## config.mk

```make
export PLATFORM = sky130hd
export DESIGN_NAME = shift_req_fifo_flat
export DESIGN_NICKNAME = d
export VERILOG_FILES = /design/src/rtl/shift_req_fifo_if.sv /design/src/rtl/shift_req_fifo.sv /design/src/flat_wrapper.sv
export SDC_FILE = /design/constraint.sdc
export NUM_CORES = 1
export LEC_CHECK = 0
export BUFFER_PORTS_ARGS = -buffer_cell sky130_fd_sc_hd__buf_2
export CORE_ASPECT_RATIO = 0.5
export CORE_UTILIZATION = 45
export CTS_CLUSTER_DIAMETER = 120
export CTS_CLUSTER_SIZE = 40
export DETAILED_ROUTE_END_ITERATION = 16
export MAX_ROUTING_LAYER = met4
export PLACE_DENSITY = 0.62
export SETUP_SLACK_MARGIN = 0.3
export SYNTH_ARGS = -nofsm -noshare
export SYNTH_HDL_FRONTEND = slang
export SYNTH_SLANG_ARGS = --single-unit
```

## constraint.sdc

```tcl
create_clock -name clk -period 8.8 [get_ports clk]
set_input_delay 1.76 -clock clk [delete_from_list [all_inputs] [get_ports clk]]
set_output_delay 1.76 -clock clk [all_outputs]
set_load 0.005 [all_outputs]
```

## src/rtl/shift_req_fifo_if.sv

```systemverilog
// Request/response handshake bundle for shift_req_fifo.
// The master modport belongs to the producer/consumer side; the slave modport belongs to the FIFO.
interface shift_req_fifo_if #(
  parameter int unsigned WIDTH       = 32,
  parameter int unsigned SHIFT_WIDTH = 5,
  parameter int unsigned AMT_WIDTH   = 8,
  parameter int unsigned DEPTH       = 4
);
  localparam int unsigned CW = $clog2(DEPTH + 1);

  logic                   in_valid;
  logic                   in_ready;
  logic [WIDTH-1:0]       in_data;
  logic [AMT_WIDTH-1:0]   in_amt;
  logic                   out_valid;
  logic                   out_ready;
  logic [WIDTH-1:0]       out_A;
  logic [SHIFT_WIDTH-1:0] out_B;
  logic [CW-1:0]          count;

  modport master (
    output in_valid, in_data, in_amt, out_ready,
    input  in_ready, out_valid, out_A, out_B, count
  );

  modport slave (
    input  in_valid, in_data, in_amt, out_ready,
    output in_ready, out_valid, out_A, out_B, count
  );
endinterface

```

## src/rtl/shift_req_fifo.sv

```systemverilog
// Request-staging FIFO ahead of the left shifter: buffers {operand, amount} pairs and presents the head as registered operands.
// Optional macro SHIFT_REQ_CLAMP_EN: when in_amt >= WIDTH, the request is stored as operand 0 and amount 0.
module shift_req_fifo #(
  parameter int unsigned WIDTH       = 32,
  parameter int unsigned SHIFT_WIDTH = 5,
  parameter int unsigned AMT_WIDTH   = 8,
  parameter int unsigned DEPTH       = 4
) (
  input logic            clk,
  input logic            rst_n,
  shift_req_fifo_if.slave bus
);
  localparam int unsigned PW = $clog2(DEPTH);
  localparam int unsigned CW = $clog2(DEPTH + 1);

  typedef enum logic [1:0] {
    EMPTY   = 2'd0,
    PARTIAL = 2'd1,
    FULL    = 2'd2
  } occ_e;

  occ_e                   state_q, state_d;
  logic [CW-1:0]          count_q, count_d;
  logic [PW-1:0]          wr_ptr_q, wr_ptr_d;
  logic [PW-1:0]          rd_ptr_q, rd_ptr_d;
  logic [WIDTH-1:0]       out_a_q, out_a_d;
  logic [SHIFT_WIDTH-1:0] out_b_q, out_b_d;

  logic [WIDTH-1:0]       mem_a_q [DEPTH];
  logic [SHIFT_WIDTH-1:0] mem_b_q [DEPTH];

  logic                   in_ready;
  logic                   out_valid;
  logic                   push;
  logic                   pop;
  logic [WIDTH-1:0]       wdata_a;
  logic [SHIFT_WIDTH-1:0] wdata_b;

  assign in_ready  = (state_q != FULL);
  assign out_valid = (state_q != EMPTY);
  assign push      = bus.in_valid & in_ready;
  assign pop       = out_valid & bus.out_ready;

  assign bus.in_ready  = in_ready;
  assign bus.out_valid = out_valid;
  assign bus.out_A     = out_a_q;
  assign bus.out_B     = out_b_q;
  assign bus.count     = count_q;

  // Amount reduction happens once, at push; the reduced value is what gets stored.
  always_comb begin
`ifdef SHIFT_REQ_CLAMP_EN
    if (32'(bus.in_amt) >= 32'(WIDTH)) begin
      wdata_a = '0;
      wdata_b = '0;
    end else begin
      wdata_a = bus.in_data;
      wdata_b = bus.in_amt[SHIFT_WIDTH-1:0];
    end
`else
    wdata_a = bus.in_data;
    wdata_b = bus.in_amt[SHIFT_WIDTH-1:0];
`endif
  end

  always_comb begin
    wr_ptr_d = push ? wr_ptr_q + PW'(1) : wr_ptr_q;
    rd_ptr_d = pop  ? rd_ptr_q + PW'(1) : rd_ptr_q;

    count_d = count_q;
    unique case ({push, pop})
      2'b10:   count_d = count_q + CW'(1);
      2'b01:   count_d = count_q - CW'(1);
      default: count_d = count_q;
    endcase

    if (count_d == '0)             state_d = EMPTY;
    else if (count_d == CW'(DEPTH)) state_d = FULL;
    else                           state_d = PARTIAL;

    // Next head lives at rd_ptr_d; if that slot is being written this cycle the
    // memory still holds stale data, so take the incoming request instead.
    if (state_d == EMPTY) begin
      out_a_d = '0;
      out_b_d = '0;
    end else if (push && (wr_ptr_q == rd_ptr_d)) begin
      out_a_d = wdata_a;
      out_b_d = wdata_b;
    end else begin
      out_a_d = mem_a_q[rd_ptr_d];
      out_b_d = mem_b_q[rd_ptr_d];
    end
  end

  always_ff @(posedge clk or negedge rst_n) begin
    if (!rst_n) begin
      state_q  <= EMPTY;
      count_q  <= '0;
      wr_ptr_q <= '0;
      rd_ptr_q <= '0;
      out_a_q  <= '0;
      out_b_q  <= '0;
    end else begin
      state_q  <= state_d;
      count_q  <= count_d;
      wr_ptr_q <= wr_ptr_d;
      rd_ptr_q <= rd_ptr_d;
      out_a_q  <= out_a_d;
      out_b_q  <= out_b_d;
    end
  end

  always_ff @(posedge clk) begin
    if (push) begin
      mem_a_q[wr_ptr_q] <= wdata_a;
      mem_b_q[wr_ptr_q] <= wdata_b;
    end
  end
endmodule

```

## src/flat_wrapper.sv

```systemverilog
// flat-port wrapper written by rule: the top's interface ports become plain ports
module shift_req_fifo_flat 
#(
  parameter int unsigned WIDTH       = 32,
  parameter int unsigned SHIFT_WIDTH = 5,
  parameter int unsigned AMT_WIDTH   = 8,
  parameter int unsigned DEPTH       = 4
)
  (clk, rst_n, bus_in_valid, bus_in_data, bus_in_amt, bus_out_ready, bus_in_ready, bus_out_valid, bus_out_A, bus_out_B, bus_count);
  shift_req_fifo_if #(.WIDTH(WIDTH), .SHIFT_WIDTH(SHIFT_WIDTH), .AMT_WIDTH(AMT_WIDTH), .DEPTH(DEPTH)) bus_i ();
  input logic clk;
  input logic rst_n;
  input wire logic [$bits(bus_i.in_valid)-1:0] bus_in_valid;
  input wire logic [$bits(bus_i.in_data)-1:0] bus_in_data;
  input wire logic [$bits(bus_i.in_amt)-1:0] bus_in_amt;
  input wire logic [$bits(bus_i.out_ready)-1:0] bus_out_ready;
  output wire logic [$bits(bus_i.in_ready)-1:0] bus_in_ready;
  output wire logic [$bits(bus_i.out_valid)-1:0] bus_out_valid;
  output wire logic [$bits(bus_i.out_A)-1:0] bus_out_A;
  output wire logic [$bits(bus_i.out_B)-1:0] bus_out_B;
  output wire logic [$bits(bus_i.count)-1:0] bus_count;
  assign bus_i.in_valid = bus_in_valid;
  assign bus_i.in_data = bus_in_data;
  assign bus_i.in_amt = bus_in_amt;
  assign bus_i.out_ready = bus_out_ready;
  assign bus_in_ready = bus_i.in_ready;
  assign bus_out_valid = bus_i.out_valid;
  assign bus_out_A = bus_i.out_A;
  assign bus_out_B = bus_i.out_B;
  assign bus_count = bus_i.count;
  shift_req_fifo #(.WIDTH(WIDTH), .SHIFT_WIDTH(SHIFT_WIDTH), .AMT_WIDTH(AMT_WIDTH), .DEPTH(DEPTH)) u_core (.clk(clk), .rst_n(rst_n), .bus(bus_i));
endmodule
```

==> summary.md <==
| Metric | Value |
|---|---|
| I/O pins | `86` |
| Clk pin slew, worst setup/hold paths | `0.07 ns` |
| Gpl congestion | `0.6924` |
| Number of antenna violations at the first check in global routing | `1` |
| GRT overflow | `0` |
| Synth Warn # | `0` |
| Max_slew headroom | `16.65%` |
| Post_cts resized | `0` |
| Avg Inst Size Synth | `11.00 um2` |
| Fmax | `205.7 MHz` |
| Clock Tree Buf Depth | `2` |
| Final setup margin | `3.938 ns` |
| Syn Inst Count | `808` |
| Peak VDD IR | `0.0001966 V` |
| # DRC | `0` |
| Hold buffers post-CTS | `0` |
| Net count reported at finish | `888` |
| Die height | `101.4 um` |
| Area of the core | `18,870 um2` |
| Pin count of the biggest net entering global routing | `109` |
| Top post-synthesis cells by area | `edfxtp_1, nor3_1, dfrtp_1` |
| Root Driver | `clkbuf_16` |
| Worst-margin pin slew | `1.247 ns` |
| Seq/Total Area, Yosys | `62.95%` |
| CTS tree | `built` |
| Fillers | `1,604` |
| Period utilization | `55.25%` |
| Final hold viol count | `0` |
| Max-slew violation count | `0` |
| Critical path's top delay family | `buffers and inverters` |
| Routed wire length | `23,420 um` |
| Max Cap Viol | `0` |
| Area Growth Syn to Fin | `12.40%` |
| Crit Path Max Fanout | `75` |
| Number of global-route vias before repair | `6,755` |
| CP peak stage delay | `0.97 ns` |
| Worst EP required | `9.04 ns` |
| Drt via density | `6.252` |
| Share of cells above drive strength 1 | `16.57%` |
| Setup TNS | `0 ns` |
| Syn nets | `858` |
| Yosys reg bits | `194` |
| Minimum clock period | `4.862 ns` |
| RSZ-0062 raised after global routing | `false` |
| Worst Path Arrival | `5.10 ns` |
| Die ar. | `20,350 um2` |
| First-pass GRT wire length | `37,090 um` |
| Yosys cell types | `30` |
| DR iter-0 viols | `627` |
| Routed len/inst | `21.08 um` |
| Port Buf Inserts | `82` |
| First drt pass iteration count | `7` |
| Most frequent cells in the layout | `nor3_1, edfxtp_1, buf_2` |
| Worst-skew pair later-pin latency | `0.44 ns` |
| CTS Sinks | `194` |
| Starting Density | `47.09%` |
| Critical-path cell list | `buf_2 -> o21ai_4 -> buf_4 -> inv_4 -> ha_1 -> inv_1 -> fa_1 -> xor2_1 -> nor2_1 -> xor2_1 -> nor2_4 -> a21oi_1` |
| CP Launch Type | `primary input` |
| Final Power | `3.600 mW` |
| Worst path bufs/invs | `4` |
| Storage cell area | `5595 um2` |
| Most used cell along the critical path | `xor2_1` |
| Post-DP HPWL | `11,750 um` |
| Total power divided by cell area | `360.3 nW/um2` |
| Crit path capture type | `register` |
| Gr usage total | `24.70%` |
| Final setup fails | `0` |
| Row cnt | `35` |
| Most common cell after layout, fill and taps aside | `nor3_1` |
| Post-synth top area share | `50.00%` |
| Setup Crit Path Kind | `primary input to register` |
| CTS H-tree depth | `4` |
| Status | `finished clean` |
| Area of the multi-input gates | `2949 um2` |
| Final ANT Viol Nets | `0` |
| Routed via count | `6,946` |
| Post-CTS Setup Bufs | `0` |
| Dpl ws | `3.571 ns` |
| Master of the slowest instance on the critical path | `nor2_4` |
| CTS Buf Count | `17` |
| Biggest area consumer among synthesized cells | `edfxtp_1` |
| Die W | `200.8 um` |
| Worst min path class | `register to register` |
| Lkg Pwr | `3.255 nW` |
| Worst Skew | `0.01209 ns` |
| Mapped cell area | `8889 um2` |
registers in the layout, indices dropped and copies added (netlist names):
signal / flops
u_core.rd_ptr_q: 2
u_core.bus.out_A: 32
u_core.bus.out_B: 5
u_core.mem_b_q: 20
u_core.state_q: 2
u_core.wr_ptr_q: 2
u_core.bus.count: 3
u_core.mem_a_q: 128
path summary, 6_finish.rpt:
kind | from | cells past startpoint | endpoint | slack (ns)
worst max-delay path | bus_out_ready | 12 | u_core.bus.out_A[5] | 3.94
worst min-delay path | u_core.bus.count[0] | 1 | u_core.bus.count[0] | 0.53
worst max register to register | u_core.state_q[1] | 11 | u_core.bus.out_A[5] | 4.86
worst min register to register | u_core.bus.count[0] | 1 | u_core.bus.count[0] | 0.53
max in group asynchronous | rst_n | 2 | u_core.bus.out_A[17] | 6.85
min in group asynchronous | rst_n | 2 | u_core.bus.out_A[25] | 1.46
cell type report:
cell class / instances / area share [%]
sequential: 194 / 56.01
multi-input combinational: 522 / 29.52
timing repair buffer: 95 / 5.085
clock buffer: 18 / 4.396
tap: 259 / 3.244
clock inverter: 14 / 1.403
inverter: 8 / 0.3256
antenna: 1 / 0.02505
logic make-up (layout without fill, tap and decap cells):
logic type / after synthesis / count (layout) / share of synthesized area, %
XOR/XNOR: 8 / 8 / 0.7883
AO/OA/AOI/OAI: 80 / 80 / 5.771
adder cells (fa/ha/maj): 6 / 6 / 0.9291
AND/OR/NAND/NOR: 428 / 428 / 25.24
other: 0 / 1 / 0
flip-flops: 194 / 194 / 62.95
buffers and inverters: 92 / 135 / 4.321
worst register-to-register path: stages (launching register included):
cell and delay [ns]:
dfrtp_1 0.42, o21ai_4 0.15, buf_4 0.64, inv_4 0.42, ha_1 0.35, inv_1 0.07
fa_1 0.17, xor2_1 0.16, nor2_1 0.07, xor2_1 0.19, nor2_4 0.97, a21oi_1 0.15
Yosys cell counts (all sizes together):
| master | instances |
|---|---|
| nor3 | 296 |
| edfxtp | 148 |
| nor4 | 74 |
| clkbuf | 51 |
| dfrtp | 46 |
| a21oi | 39 |
| nand3 | 37 |
| o211ai | 37 |
| buf | 33 |
| inv | 8 |
| and3 | 5 |
| ha | 5 |
| xnor2 | 5 |
| nand2 | 4 |
| nand2b | 3 |
| nor2 | 3 |
| xor2 | 3 |
| o21ai | 2 |
| or2 | 2 |
| and2 | 1 |
| fa | 1 |
| nand4 | 1 |
| nor2b | 1 |
| o311a | 1 |
| o311ai | 1 |
| or3 | 1 |
where the power goes:
group | internal, mW | switching (mW)
logic | 0.460 | 0.998
clock network | 0.408 | 0.370
registers | 1.26 | 0.104
total | 2.13 | 1.47
metrics by stage:
step	hold slack [ns]	instance area [um2]	util, %	std cells
4_1_cts	0.5280	9988	52.92	1110
3_3_place_gp	0.5220	9409	49.85	1078
5_1_grt	0.5417	9991	52.93	1111
6_report	0.5311	9991	52.93	1111
3_5_place_dp	0.5157	9409	49.85	1078
2_1_floorplan	0.4971	8889	-	808
metal layers:
metal | vias up | track usage [%] | share of wire (%)
met5 | - | - | 0
li1 | 3195 | - | -
met2 | 302 | 39.45 | 47
met1 | 3418 | 32.56 | 45
met4 | 0 | 6.577 | 1.2
met3 | 31 | 4.891 | 7.1
(Power assumes the default switching activity.)
